$ cat config.mk
export PLATFORM = sky130hd
export DESIGN_NAME = mem_dump_serializer_flat
export DESIGN_NICKNAME = d
export VERILOG_FILES = /design/src/rtl/mem_dump_serializer_if.sv /design/src/rtl/mem_dump_serializer.sv /design/src/flat_wrapper.sv
export SDC_FILE = /design/constraint.sdc
export NUM_CORES = 1
export LEC_CHECK = 0
export CAP_MARGIN = 20
export CORE_ASPECT_RATIO = 0.7
export CORE_MARGIN = 5
export CORE_UTILIZATION = 48
export DETAILED_ROUTE_END_ITERATION = 16
export DONT_BUFFER_PORTS = 1
export PLACE_DENSITY = 0.6
export SLEW_MARGIN = 25
export SYNTH_ARGS = -nofsm -noshare
export SYNTH_HDL_FRONTEND = slang
export SYNTH_SLANG_ARGS = --single-unit
$ cat constraint.sdc
create_clock -name clk -period 2.2 [get_ports clk]
set_clock_uncertainty 0.1 [all_clocks]
set_input_delay 0.66 -clock clk [delete_from_list [all_inputs] [get_ports clk]]
set_output_delay 0.66 -clock clk [all_outputs]
set_load 0.1 [all_outputs]
$ cat src/rtl/mem_dump_serializer_if.sv
// Memory read port and UART transmit handshake between the dump serializer and
// its neighbours. The master side is the serializer.
interface mem_dump_serializer_if #(
    parameter int unsigned ADDR_WIDTH = 8,
    parameter int unsigned DATA_WIDTH = 32,
    parameter int unsigned BYTE_WIDTH = 8
);
    logic [ADDR_WIDTH-1:0] rd_addr;
    logic [DATA_WIDTH-1:0] rd_data;
    logic [BYTE_WIDTH-1:0] tx_byte;
    logic                  tx_start;
    logic                  tx_done;

    modport master (
        output rd_addr,
        output tx_byte,
        output tx_start,
        input  rd_data,
        input  tx_done
    );

    modport slave (
        input  rd_addr,
        input  tx_byte,
        input  tx_start,
        output rd_data,
        output tx_done
    );
endinterface

$ cat src/rtl/mem_dump_serializer.sv
// Walks a range of instruction-memory words and streams each word to the UART
// transmitter one byte at a time, least significant byte first.
module mem_dump_serializer #(
    parameter int unsigned ADDR_WIDTH     = 8,
    parameter int unsigned DATA_WIDTH     = 32,
    parameter int unsigned BYTE_WIDTH     = 8,
    parameter int unsigned TIMEOUT_CYCLES = 2000000
) (
    input  logic                  clk,
    input  logic                  arst_n,
    input  logic                  start,
    input  logic                  prog_rdy,
    input  logic [ADDR_WIDTH-1:0] base_addr,
    input  logic [ADDR_WIDTH:0]   word_count,
    mem_dump_serializer_if.master bus,
    output logic                  busy,
    output logic                  done,
    output logic                  error
);
    localparam int unsigned NBytes = DATA_WIDTH / BYTE_WIDTH;
    localparam int unsigned IdxW   = (NBytes > 1) ? $clog2(NBytes) : 1;
    localparam int unsigned TmrW   = $clog2(TIMEOUT_CYCLES + 1);

    localparam logic [IdxW-1:0]       LastIdx = IdxW'(NBytes - 1);
    localparam logic [TmrW-1:0]       TmrLast = TmrW'(TIMEOUT_CYCLES - 1);
    localparam logic [ADDR_WIDTH:0]   OneWord = (ADDR_WIDTH + 1)'(1);

    typedef enum logic [2:0] {
        StIdle,
        StAddr,
        StLatch,
        StSend,
        StWait,
        StNext,
        StDone
    } state_e;

    state_e                state_q, state_d;
    logic [ADDR_WIDTH-1:0] addr_q, addr_d;
    logic [ADDR_WIDTH:0]   remain_q, remain_d;
    logic [DATA_WIDTH-1:0] word_q, word_d;
    logic [IdxW-1:0]       idx_q, idx_d;
    logic [TmrW-1:0]       tmr_q, tmr_d, tmr_inc;
    logic                  error_q, error_d;

    always_ff @(posedge clk or negedge arst_n) begin
        if (!arst_n) begin
            state_q  <= StIdle;
            addr_q   <= '0;
            remain_q <= '0;
            word_q   <= '0;
            idx_q    <= '0;
            tmr_q    <= '0;
            error_q  <= 1'b0;
        end else begin
            state_q  <= state_d;
            addr_q   <= addr_d;
            remain_q <= remain_d;
            word_q   <= word_d;
            idx_q    <= idx_d;
            tmr_q    <= tmr_d;
            error_q  <= error_d;
        end
    end

    always_comb begin
        state_d  = state_q;
        addr_d   = addr_q;
        remain_d = remain_q;
        word_d   = word_q;
        idx_d    = idx_q;
        tmr_d    = tmr_q;
        error_d  = error_q;
        tmr_inc  = tmr_q + 1'b1;

        unique case (state_q)
            StIdle: begin
                if (start && prog_rdy) begin
                    addr_d   = base_addr;
                    remain_d = word_count;
                    error_d  = 1'b0;
                    state_d  = (word_count == '0) ? StDone : StAddr;
                end
            end
            // Extra cycle lets a registered-output memory catch up with rd_addr.
            StAddr:  state_d = StLatch;
            StLatch: begin
                word_d  = bus.rd_data;
                idx_d   = '0;
                state_d = StSend;
            end
            StSend: begin
                tmr_d   = '0;
                state_d = StWait;
            end
            StWait: begin
                // tx_done is checked first so it wins over a simultaneous expiry.
                if (bus.tx_done) begin
                    if (idx_q != LastIdx) begin
                        idx_d   = idx_q + 1'b1;
                        state_d = StSend;
                    end else begin
                        state_d = StNext;
                    end
                end else begin
                    tmr_d = tmr_inc;
                    if (tmr_inc == TmrLast) begin
                        error_d = 1'b1;
                        state_d = StDone;
                    end
                end
            end
            StNext: begin
                addr_d   = addr_q + 1'b1;
                remain_d = remain_q - 1'b1;
                state_d  = (remain_q == OneWord) ? StDone : StAddr;
            end
            StDone:  state_d = StIdle;
            default: state_d = StIdle;
        endcase
    end

    assign bus.rd_addr  = addr_q;
    assign bus.tx_byte  = word_q[BYTE_WIDTH*idx_q +: BYTE_WIDTH];
    assign bus.tx_start = (state_q == StSend);
    assign busy         = (state_q != StIdle) && (state_q != StDone);
    assign done         = (state_q == StDone);
    assign error        = error_q;
endmodule

$ cat src/flat_wrapper.sv
// flat-port wrapper written by rule: the top's interface ports become plain ports
module mem_dump_serializer_flat 
#(
    parameter int unsigned ADDR_WIDTH     = 8,
    parameter int unsigned DATA_WIDTH     = 32,
    parameter int unsigned BYTE_WIDTH     = 8,
    parameter int unsigned TIMEOUT_CYCLES = 2000000
)
  (clk, arst_n, start, prog_rdy, base_addr, word_count, busy, done, error, bus_rd_addr, bus_tx_byte, bus_tx_start, bus_rd_data, bus_tx_done);
  mem_dump_serializer_if #(.ADDR_WIDTH(ADDR_WIDTH), .DATA_WIDTH(DATA_WIDTH), .BYTE_WIDTH(BYTE_WIDTH)) bus_i ();
  input  logic clk;
  input  logic arst_n;
  input  logic start;
  input  logic prog_rdy;
  input  logic [ADDR_WIDTH-1:0] base_addr;
  input  logic [ADDR_WIDTH:0] word_count;
  output logic busy;
  output logic done;
  output logic error;
  output wire logic [$bits(bus_i.rd_addr)-1:0] bus_rd_addr;
  output wire logic [$bits(bus_i.tx_byte)-1:0] bus_tx_byte;
  output wire logic [$bits(bus_i.tx_start)-1:0] bus_tx_start;
  input wire logic [$bits(bus_i.rd_data)-1:0] bus_rd_data;
  input wire logic [$bits(bus_i.tx_done)-1:0] bus_tx_done;
  assign bus_rd_addr = bus_i.rd_addr;
  assign bus_tx_byte = bus_i.tx_byte;
  assign bus_tx_start = bus_i.tx_start;
  assign bus_i.rd_data = bus_rd_data;
  assign bus_i.tx_done = bus_tx_done;
  mem_dump_serializer #(.ADDR_WIDTH(ADDR_WIDTH), .DATA_WIDTH(DATA_WIDTH), .BYTE_WIDTH(BYTE_WIDTH), .TIMEOUT_CYCLES(TIMEOUT_CYCLES)) u_core (.clk(clk), .arst_n(arst_n), .start(start), .prog_rdy(prog_rdy), .base_addr(base_addr), .word_count(word_count), .bus(bus_i), .busy(busy), .done(done), .error(error));
endmodule
# Yosys cells after proc, flatten, opt, wreduce, memory -nomap -nowiden
# Cells that the tools add are included.
# word_totals
register_bits	76
latch_bits	0
ramBits	0
rom_bits	0
inputBits	54
output_inout_bits	20
elab_cells	62
mem_count	0
# classes
add_sub_neg	4
n_mul	0
n_div	0
n_lt_le_gt_ge	0
eq_ne	16
n_shift	1
muxes	20
n_bitwise	0
n_reduce_logical	14
# ops
operator	n
21-bit case mux with 2 select lines	1
32-bit by 6-bit variable part select with 8-bit output	1
21-bit by 1-bit adder with 21-bit output (second input constant)	1
21-bit == test (second input constant)	1
21-bit 2-to-1 mux	1
3-bit 2-to-1 mux	6
3-bit case mux with 6 select lines	1
9-bit case mux with 2 select lines	1
8-bit case mux with 2 select lines	1
3-bit == test (second input constant)	3
9-bit by 1-bit == test with 1-bit output (second input constant)	1
9-bit zero test	1
9-bit 2-to-1 mux	1
9-bit by 1-bit subtractor with 9-bit output (second input constant)	1
8-bit by 1-bit adder with 8-bit output (second input constant)	1
8-bit 2-to-1 mux	1
2-bit nonzero test	4
3-bit by 2-bit == test with 1-bit output (second input constant)	2
2-bit by 1-bit != test with 1-bit output (second input constant)	3
2-bit != test (second input constant)	3
2-bit AND reduction	3
2-bit 2-to-1 mux	2
2-bit case mux with 2 select lines	1
4-bit AND reduction	1
10 further kinds	13

# Logic depth before layout (Yosys ltp)
# Gate-level depths: netlist of run 1.
# depth
ltp_word	5
depth_mapped	8

# Worst setup path after synthesis of run 1
# No wires, ideal clock.
# synth_timing
path_kind	reg2out
from	register u_core.state_q[1]
to	output done
arrival_ns	2.054
t_required_ns	1.440
setup_slack_ns	-0.614
stages_incl_launch_ff	4
path_buffers	1
cell_sequence	dfrtp_1 -> buf_1 -> inv_1 -> nor2_1
# synth_via
elab_chain_cells	1
# synth_lines
element	line	source
start, declared	mem_dump_serializer.sv:38	state_e state_q, state_d;
start signal, assigned	mem_dump_serializer.sv:48	state_q <= StIdle;
start signal, assigned	mem_dump_serializer.sv:56	state_q <= state_d;
3-bit == test	mem_dump_serializer.sv:127	assign done = (state_q == StDone);
end, declared	flat_wrapper.sv:18	output logic done;
# Every way passes these cells.

# Final worst setup path of run 1
# layout_timing
from	register u_core.idx_q[0]
to	output bus_tx_byte[6]
# layout_via
elab_chain_cells	1
# layout_lines
element	line	source
start, declared	mem_dump_serializer.sv:42	logic [IdxW-1:0] idx_q, idx_d;
start signal, assigned	mem_dump_serializer.sv:60	idx_q <= idx_d;
32-bit by 6-bit variable part select with 8-bit output	mem_dump_serializer.sv:124	assign bus.tx_byte = word_q[BYTE_WIDTH*idx_q +: BYTE_WIDTH];
end, declared	flat_wrapper.sv:21	output wire logic [$bits(bus_i.tx_byte)-1:0] bus_tx_byte;
# Every way passes these cells.

==> metrics.md, run 1 <==
| Metric | Value |
|---|---|
| Status | finished, violations left |
| Violated checks | negative hold slack, negative setup slack |
| PwrDens | 1699 nW/um^2 |
| Tmin final | around 2400 ps |
| Finished Core Util | 60.43% |
| Placed cells | 544 |
| Worst-margin pin slew | 430.8 ps |
| Synthesis-to-layout area growth | 23.43% |
| Skew-Pair Late Insertion Delay | around 330 ps |
| Vias in the first global route | 3185 |
| Startpoint types | register |
| Number of antenna violations at the first check in global routing | 0 |
| CP max FO | 8 |
| Mapped Cells | 400 |
| Worst hold margin | -83.16 ps |
| Fin crit share | 107.9% |
| Core area | 8443 sq um |
| Die width | 120.9 um |
| RSZ-0062 raised after global routing | true |
| Synth Register Bits | 76 |
| Final Instance Area | 5102 sq um |
| Bufs on Longest Clock Path | 2 |
| Crit path max-delay cell type | mux4_2 |
| Post-route DRC | 0 |
| Vias after detailed routing | between 3000 and 4000 |
| Initial Util | 48.96% |
| Critical path, cell by cell | buf_12 -> mux4_2 -> buf_12 |
| CP peak stage delay | 550 ps |
| Vias per cell | 5.868 |
| Gr ovfl total | 0 |
| Worst EP required | 1440 ps |
| Router iterations before antenna repair | 5 |
| Post-Route Setup TNS | -1242 ps |
| TritonCTS clock tree | done |
| GP Congestion | 0.8677 |
| Layout cells sized above 1 | 30.51% |
| Clock Pin Slew Worst Setup and Hold Paths | 60 ps |
| Peak Freq | ~420 MHz |
| Final nets | approximately 500 |
| Worst Path Arrival | 1610 ps |
| Static leakage | 2.129 nW |
| Worst path most repeated cell | buf_12 |
| Cell Area, Synth | 4134 sq um |
| Largest net degree at the start of global routing | 77 |
| Hold WC Path Type | primary input to asynchronous set/reset pin |
| Final hold violations | 76 |
| Post-route ant nets | 0 |
| Cts bufs inserted | 9 |
| Final Power | ~8.7 mW |
| Number of port buffers | 0 |
| GRT Overall Usage | 19.39% |
| Max-slew violations | 0 |
| Max-slew headroom | a little under three quarters |
| DRT iter0 DRCs | between 300 and 400 |
| Avg Cell Area, Syn | 10.33 sq um |
| Final WS setup | -173.7 ps |
| H-tree levels | 3 |
| Total wire length | 9.926 mm |
| HPWL after detailed placement | 7.098 mm |
| DP Worst Slack | 34.12 ps |
| Syn nets | 460 |
| Post-route insts no fill | 569 |
| Num ports | 74 |
| VDD IR max | 640.0 uV |
| Clk root buf | clkbuf_16 |
| Primary FF master, synth | dfrtp_1 |
| EDFF count, synth | 0 |
| Max cap viols | 0 |
| Final setup fails | 8 |
| Die ar. | about 11000 sq um |
| Ys async rst share | 100.0% |
| Synth Warn # | 0 |
| Cell Area, Placed | 4678 sq um |
| Antenna Diode Count | 0 |
| First-pass GRT wire length | about 16 mm |
| Crit end category | output pin |
| Distinct cell type count after synthesis | 60 |
| Seq/Total Area, Yosys | a little under half |
| Die Height | 87.65 um |
| Reg-to-reg setup timing slack | roughly 80 ps |
| Row count | 28 |
| Crit path kind | register to output pin |
| WL/cell | about 17 um |
| CTS Sinks | 76 |
## registers in the layout, indices dropped and copies added, names as in the netlist
name and flops:
u_core.bus.rd_addr 8, u_core.error 1, u_core.idx_q 2, u_core.remain_q 9
u_core.state_q 3, u_core.tmr_q 21, u_core.word_q 32
## cell usage in the layout, fill, tap and decap left out, drive strengths merged, types with 8 or more instances in the layout
| cell type | n |
|---|---|
| dfrtp | 76 |
| nand2 | 38 |
| nand3 | 15 |
| mux4 | 8 |
| nor4 | 10 |
| nor2 | 36 |
| o21ai | 34 |
| nand4 | 9 |
| a21oi | 16 |
| clkbuf | 12 |
| nor3 | 11 |
| buf | 55 |
| mux2 | 32 |
## worst paths after layout
path,start,end,cells past startpoint
max in group asynchronous,arst_n,u_core.state_q[1]$_DFFE_PN0P_,0
worst min-delay path,arst_n,u_core.remain_q[6]$_DFFE_PN0P_,0
min in group clk,word_count[6],u_core.remain_q[6]$_DFFE_PN0P_,2
worst max-delay path,u_core.idx_q[0]$_DFFE_PN0P_,bus_tx_byte[6],3
worst min register to register,u_core.word_q[12]$_DFFE_PN0N_,u_core.word_q[12]$_DFFE_PN0N_,1
worst max register to register,u_core.remain_q[3]$_DFFE_PN0P_,u_core.state_q[1]$_DFFE_PN0P_,5
## repair_timing
item / 4_1_cts / 5_1_grt
gates resized for setup: 3 / 10
buffers inserted: 4 / 5
setup endpoints to repair: 10 / 13
pin swaps: 1 / 2
hold endpoints to repair: 76 / 76
## worst max-delay path: cells and delay by family, from the launching register on
family / cells / cell delay, ps
muxes: 1 / 550
buffers and inverters: 2 / 340
DFF: 1 / 390
## report_power, final
part / internal, mW / total (mW) / switching [mW]
Combinational: 1.89 / 4.77 / 2.88
Sequential: 1.93 / 2.32 / 0.400
Clock: 1.02 / 1.57 / 0.549
Total: 4.84 / 8.67 / 3.83
## per-layer routing
layer	global-route usage, %	part of all wire (%)	up-vias
met1	27.11	49	1662
met2	30.49	45	83
met4	5.247	1.1	0
li1	-	-	1585
met5	0	0	-
met3	4.777	4.9	9
## cells in the mapped netlist (2+ instances only)
| master | n | area, sq um |
|---|---|---|
| dfrtp_1 | 76 | 1902 |
| nand2_1 | 37 | 138.9 |
| nor2_1 | 35 | 131.4 |
| o21ai_0 | 34 | 170.2 |
| mux2_2 | 32 | 360.4 |
| a21oi_1 | 16 | 80.08 |
| nand3_1 | 15 | 75.07 |
| clkbuf_1 | 13 | 48.80 |
| nor3_1 | 10 | 50.05 |
| mux4_2 | 8 | 180.2 |
| a221o_1 | 7 | 70.07 |
| inv_1 | 7 | 26.28 |
| nor4_1 | 7 | 43.79 |
| and3_1 | 6 | 37.54 |
| ha_1 | 6 | 75.07 |
| nand4_1 | 6 | 37.54 |
| xor2_1 | 6 | 52.55 |
| a211oi_1 | 5 | 37.54 |
| o31ai_1 | 5 | 37.54 |
| a31oi_1 | 4 | 25.02 |
| and2_1 | 4 | 25.02 |
| buf_2 | 4 | 20.02 |
| or3_1 | 4 | 25.02 |
| a311oi_1 | 3 | 26.28 |
| nand2b_1 | 3 | 18.77 |
| nor2b_1 | 3 | 18.77 |
| a21o_1 | 2 | 15.01 |
| and4_1 | 2 | 17.52 |
| buf_1 | 2 | 7.510 |
| buf_6 | 2 | 22.52 |
| mux2i_1 | 2 | 20.02 |
| nand4_4 | 2 | 42.54 |
| nor4_2 | 2 | 25.02 |
| o22ai_1 | 2 | 12.51 |
| o41ai_1 | 2 | 17.52 |
| xnor2_1 | 2 | 17.52 |
## cell type report
| cell class | count | area [sq um] |
|---|---|---|
| inverter | 7 | 26.28 |
| clock inverter | 4 | 72.57 |
| clock buffer | 12 | 246.5 |
| sequential | 76 | 1908 |
| timing repair buffer | 55 | 563.0 |
| multi-input combinational | 295 | 2136 |
| fill | 708 | 3341 |
| tap | 120 | 150.1 |
## logic make-up after synthesis
group	synth area share (%)
compound gates	14.44
xor+xnor	1.695
fa+ha+maj	1.816
buf+inv	3.360
flops	46.00
mux	13.56
simple gates	19.13
No activity file was read; power rests on OpenSTA's default activity.
==> inputs of run 2 (changes only) <==
--- a/config.mk
+++ b/config.mk
@@ -8,10 +8,10 @@
 export CAP_MARGIN = 20
 export CORE_ASPECT_RATIO = 0.7
 export CORE_MARGIN = 5
-export CORE_UTILIZATION = 48
+export CORE_UTILIZATION = 55
 export DETAILED_ROUTE_END_ITERATION = 16
 export DONT_BUFFER_PORTS = 1
-export PLACE_DENSITY = 0.6
+export PLACE_DENSITY = 0.67
 export SLEW_MARGIN = 25
 export SYNTH_ARGS = -nofsm -noshare
 export SYNTH_HDL_FRONTEND = slang
==> constraint.sdc (replaced) <==
create_clock -name clk -period 2.6 [get_ports clk]
set_clock_uncertainty 0.1 [all_clocks]
set_input_delay 0.78 -clock clk [delete_from_list [all_inputs] [get_ports clk]]
set_output_delay 0.78 -clock clk [all_outputs]
set_load 0.1 [all_outputs]
==> run 2 against run 1 <==
  * Power is 25% lower
  * Clock-buffer cell count decreased by 1
  * The flow now finishes without violations
  * Worst setup slack gained 240 ps
  * Clock power down 47%
  * Global-route usage rose by 1.3 points
==> metrics.md, run 2 (synthesis results as in run 1) <==
| Metric | Value |
|---|---|
| Num ports | 74 (unchanged) |
| Critical path, cell by cell | mux4_2 -> buf_12 |
| Switching share of power | 47.93% (+3.7 points) |
| Crit path max-delay cell type | mux4_2 |
| Worst Path Buf+Inv | 1 (-1) |
| Post-route DRC | 0 (unchanged) |
| Worst hold margin | 149.5 ps (+232.7 ps) |
| Skew-Pair Late Insertion Delay | 360 ps (+30 ps) |
| Status | completed |
| Static leakage | 1.935 nW (-9.1%) |
| Crit end category | output pin |
| Biggest register | u_core.word_q |
| Cell Area, Placed | 4467 sq um (-4.5%) |
| Initial Util | 56.48% (+7.5 points) |
| Finished Core Util | 64.31% (+3.9 points) |
| WL/cell | 17.75 um (+1.7%) |
| Vias in the first global route | 3037 (-4.6%) |
| Router iterations before antenna repair | 4 (-1) |
| Total wire length | 9.299 mm (-6.3%) |
| Max reg flops | 32 (unchanged) |
| Max-slew headroom | 64.54% (-6.5 points) |
| TritonCTS clock tree | done |
| Post-route ant nets | 0 (unchanged) |
| RR Endpoint | u_core.state_q[1]$_DFFE_PN0P_ |
| Gr ovfl total | 0 (unchanged) |
| Leading cell type in the layout, fill and taps excluded | dfrtp_1 |
| Largest net degree at the start of global routing | 42 (-45%) |
| Filler instances | 574 (-19%) |
| CTS Sinks | 76 (unchanged) |
| Clk network pwr share | 12.7% (-5.4 points) |
| Number of port buffers | 0 (unchanged) |
| VDD IR max | 1145 uV (+79%) |
| Cts bufs inserted | 9 (unchanged) |
| Post-Route Setup TNS | 0 ps (+1242 ps) |
| Startpoint types | register |
| Logic pwr share | 57.0% (+1.9 points) |
| GP Congestion | 0.9068 (+4.5%) |
| Hold WC Path Type | primary input to asynchronous set/reset pin |
| PwrDens | 1386 nW/um^2 (-18%) |
| Die width | 113.6 um (-6.0%) |
| DP Worst Slack | 184.9 ps (+150.8 ps) |
| Die Height | 82.54 um (-5.8%) |
| Antenna Diode Count | 0 (unchanged) |
| Worst R2R Path Depth | 7 (+2) |
| GRT Overall Usage | 20.70% (+1.3 points) |
| Vias after detailed routing | 3166 (-5.2%) |
| HPWL after detailed placement | 6.475 mm (-8.8%) |
| P_sw | 3.127 mW (-18%) |
| Crit path kind | register to output pin |
| Final setup fails | 0 (-8) |
| Tmin final | 2535 ps |
| Clock Pin Slew Worst Setup and Hold Paths | 90 ps (+30 ps) |
| Bufs on Longest Clock Path | 2 (unchanged) |
| Vias per cell | 6.042 (+3.0%) |
| Row count | 26 (-7.1%) |
| Final hold violations | 0 (-100%) |
| Regs by FF count | u_core.word_q: 32 flops, u_core.tmr_q: 21 flops, u_core.remain_q: 9 flops |
| CP peak stage delay | 560 ps (about the same) |
| Die ar. | 9378 sq um (-12%) |
| Clk root buf | clkbuf_8 |
| Placed cells | 505 (-7.2%) |
| Final Power | 6.523 mW (-25%) |
| Register share of total power | 30.3% (+3.5 points) |
| Most frequent cells in the layout | dfrtp_1, nand2_1, o21ai_0 |
| Final Instance Area | 4707 sq um (-7.7%) |
| DRT iter0 DRCs | 267 (-16%) |
| H-tree levels | 3 (unchanged) |
| Max-slew violations | 0 (unchanged) |
| Synthesis-to-layout area growth | 13.86% |
| Layout cells sized above 1 | 25.35% (-5.2 points) |
| Core area | 7320 sq um (-13%) |
| RSZ-0062 raised after global routing | true |
| Reg-to-reg setup timing slack | 270 ps (+190 ps) |
| Post-route insts no fill | 524 (-7.9%) |
| Fin crit share | slightly below 100% |
| Final nets | 481 (-4.6%) |
| Final WS setup | 64.95 ps (+238.6 ps) |
| First-pass GRT wire length | 15.19 mm (-6.4%) |
| Cell family with most CP delay | multiplexers |
| Worst-margin pin slew | 527.0 ps (+96.23 ps) |
| Max cap viols | 0 (unchanged) |
| Peak Freq | 394.5 MHz |
| P_int | 3.397 mW (-30%) |
| Worst Path Arrival | 1660 ps (+50 ps) |
| FF-to-FF Start | u_core.tmr_q[0]$_DFFE_PN0P_ |
| Worst EP required | 1720 ps (+280 ps) |
| Number of antenna violations at the first check in global routing | 0 (unchanged) |
| CP max FO | 9 (+1) |
-- run 2: cell type report --
type | count | area (sq um) | area share (%)
Clock buffer | 11 | 141.4 | 3.004
Clock inverter | 5 | 36.28 | 0.7709
Inverter | 7 | 26.28 | 0.5582
Multi-Input combinational cell | 295 | 2098 | 44.58
Sequential cell | 76 | 1909 | 40.56
Tap cell | 98 | 122.6 | 2.605
Timing Repair Buffer | 32 | 372.9 | 7.921
-- run 2: layer usage --
| metal | global-route usage, % | part of all wire [%] | vias to the layer above |
|---|---|---|---|
| met5 | 0 | 0 | - |
| met4 | 7.923 | 0.75 | 0 |
| met3 | 5.608 | 6.5 | 5 |
| met2 | 31.14 | 45 | 92 |
| met1 | 28.76 | 48 | 1530 |
| li1 | - | - | 1539 |
-- run 2: what timing repair did --
action,4_1_cts,5_1_grt
setup buffers,1,0
hold buffers,1,1
endpoints found under the setup margin,8,10
endpoints found under the hold margin,36,40
gates resized for setup,1,5
cloned,0,0
-- run 2: worst max path at each step --
| stage | from | end | slack [ps] | cells past startpoint |
|---|---|---|---|---|
| final | u_core.idx_q[0]$_DFFE_PN0P_ | bus_tx_byte[5] | 60 | 2 |
| after global routing | u_core.idx_q[0]$_DFFE_PN0P_ | bus_tx_byte[4] | -10 | 2 |
| after CTS | u_core.idx_q[0]$_DFFE_PN0P_ | bus_tx_byte[5] | -0.3 | 2 |
| after detailed placement | u_core.idx_q[0]$_DFFE_PN0P_ | bus_tx_byte[5] | 180 | 2 |
| after global placement | u_core.idx_q[0]$_DFFE_PN0P_ | bus_tx_byte[7] | 200 | 2 |
| after floorplan | u_core.idx_q[0]$_DFFE_PN0P_ | bus_tx_byte[0] | 100 | 2 |
-- run 2: worst register-to-register path, cell delays in order (launching register included) --
cell     delay (ps)
dfrtp_1         480
ha_1            280
nand3_1         230
nor2_2          300
nand4_2         180
xor2_1          180
nor4_2          310
a31o_1          180
-- run 2: power by group through the flow --
stage	combinational, mW	sequential [mW]	clock (mW)
2_1_floorplan	2.41	2.30	0
3_3_place_gp	3.64	1.97	0
3_5_place_dp	3.70	1.99	0
4_1_cts	3.72	1.97	0.843
5_1_grt	3.92	2.05	0.902
6_report	3.72	1.98	0.826
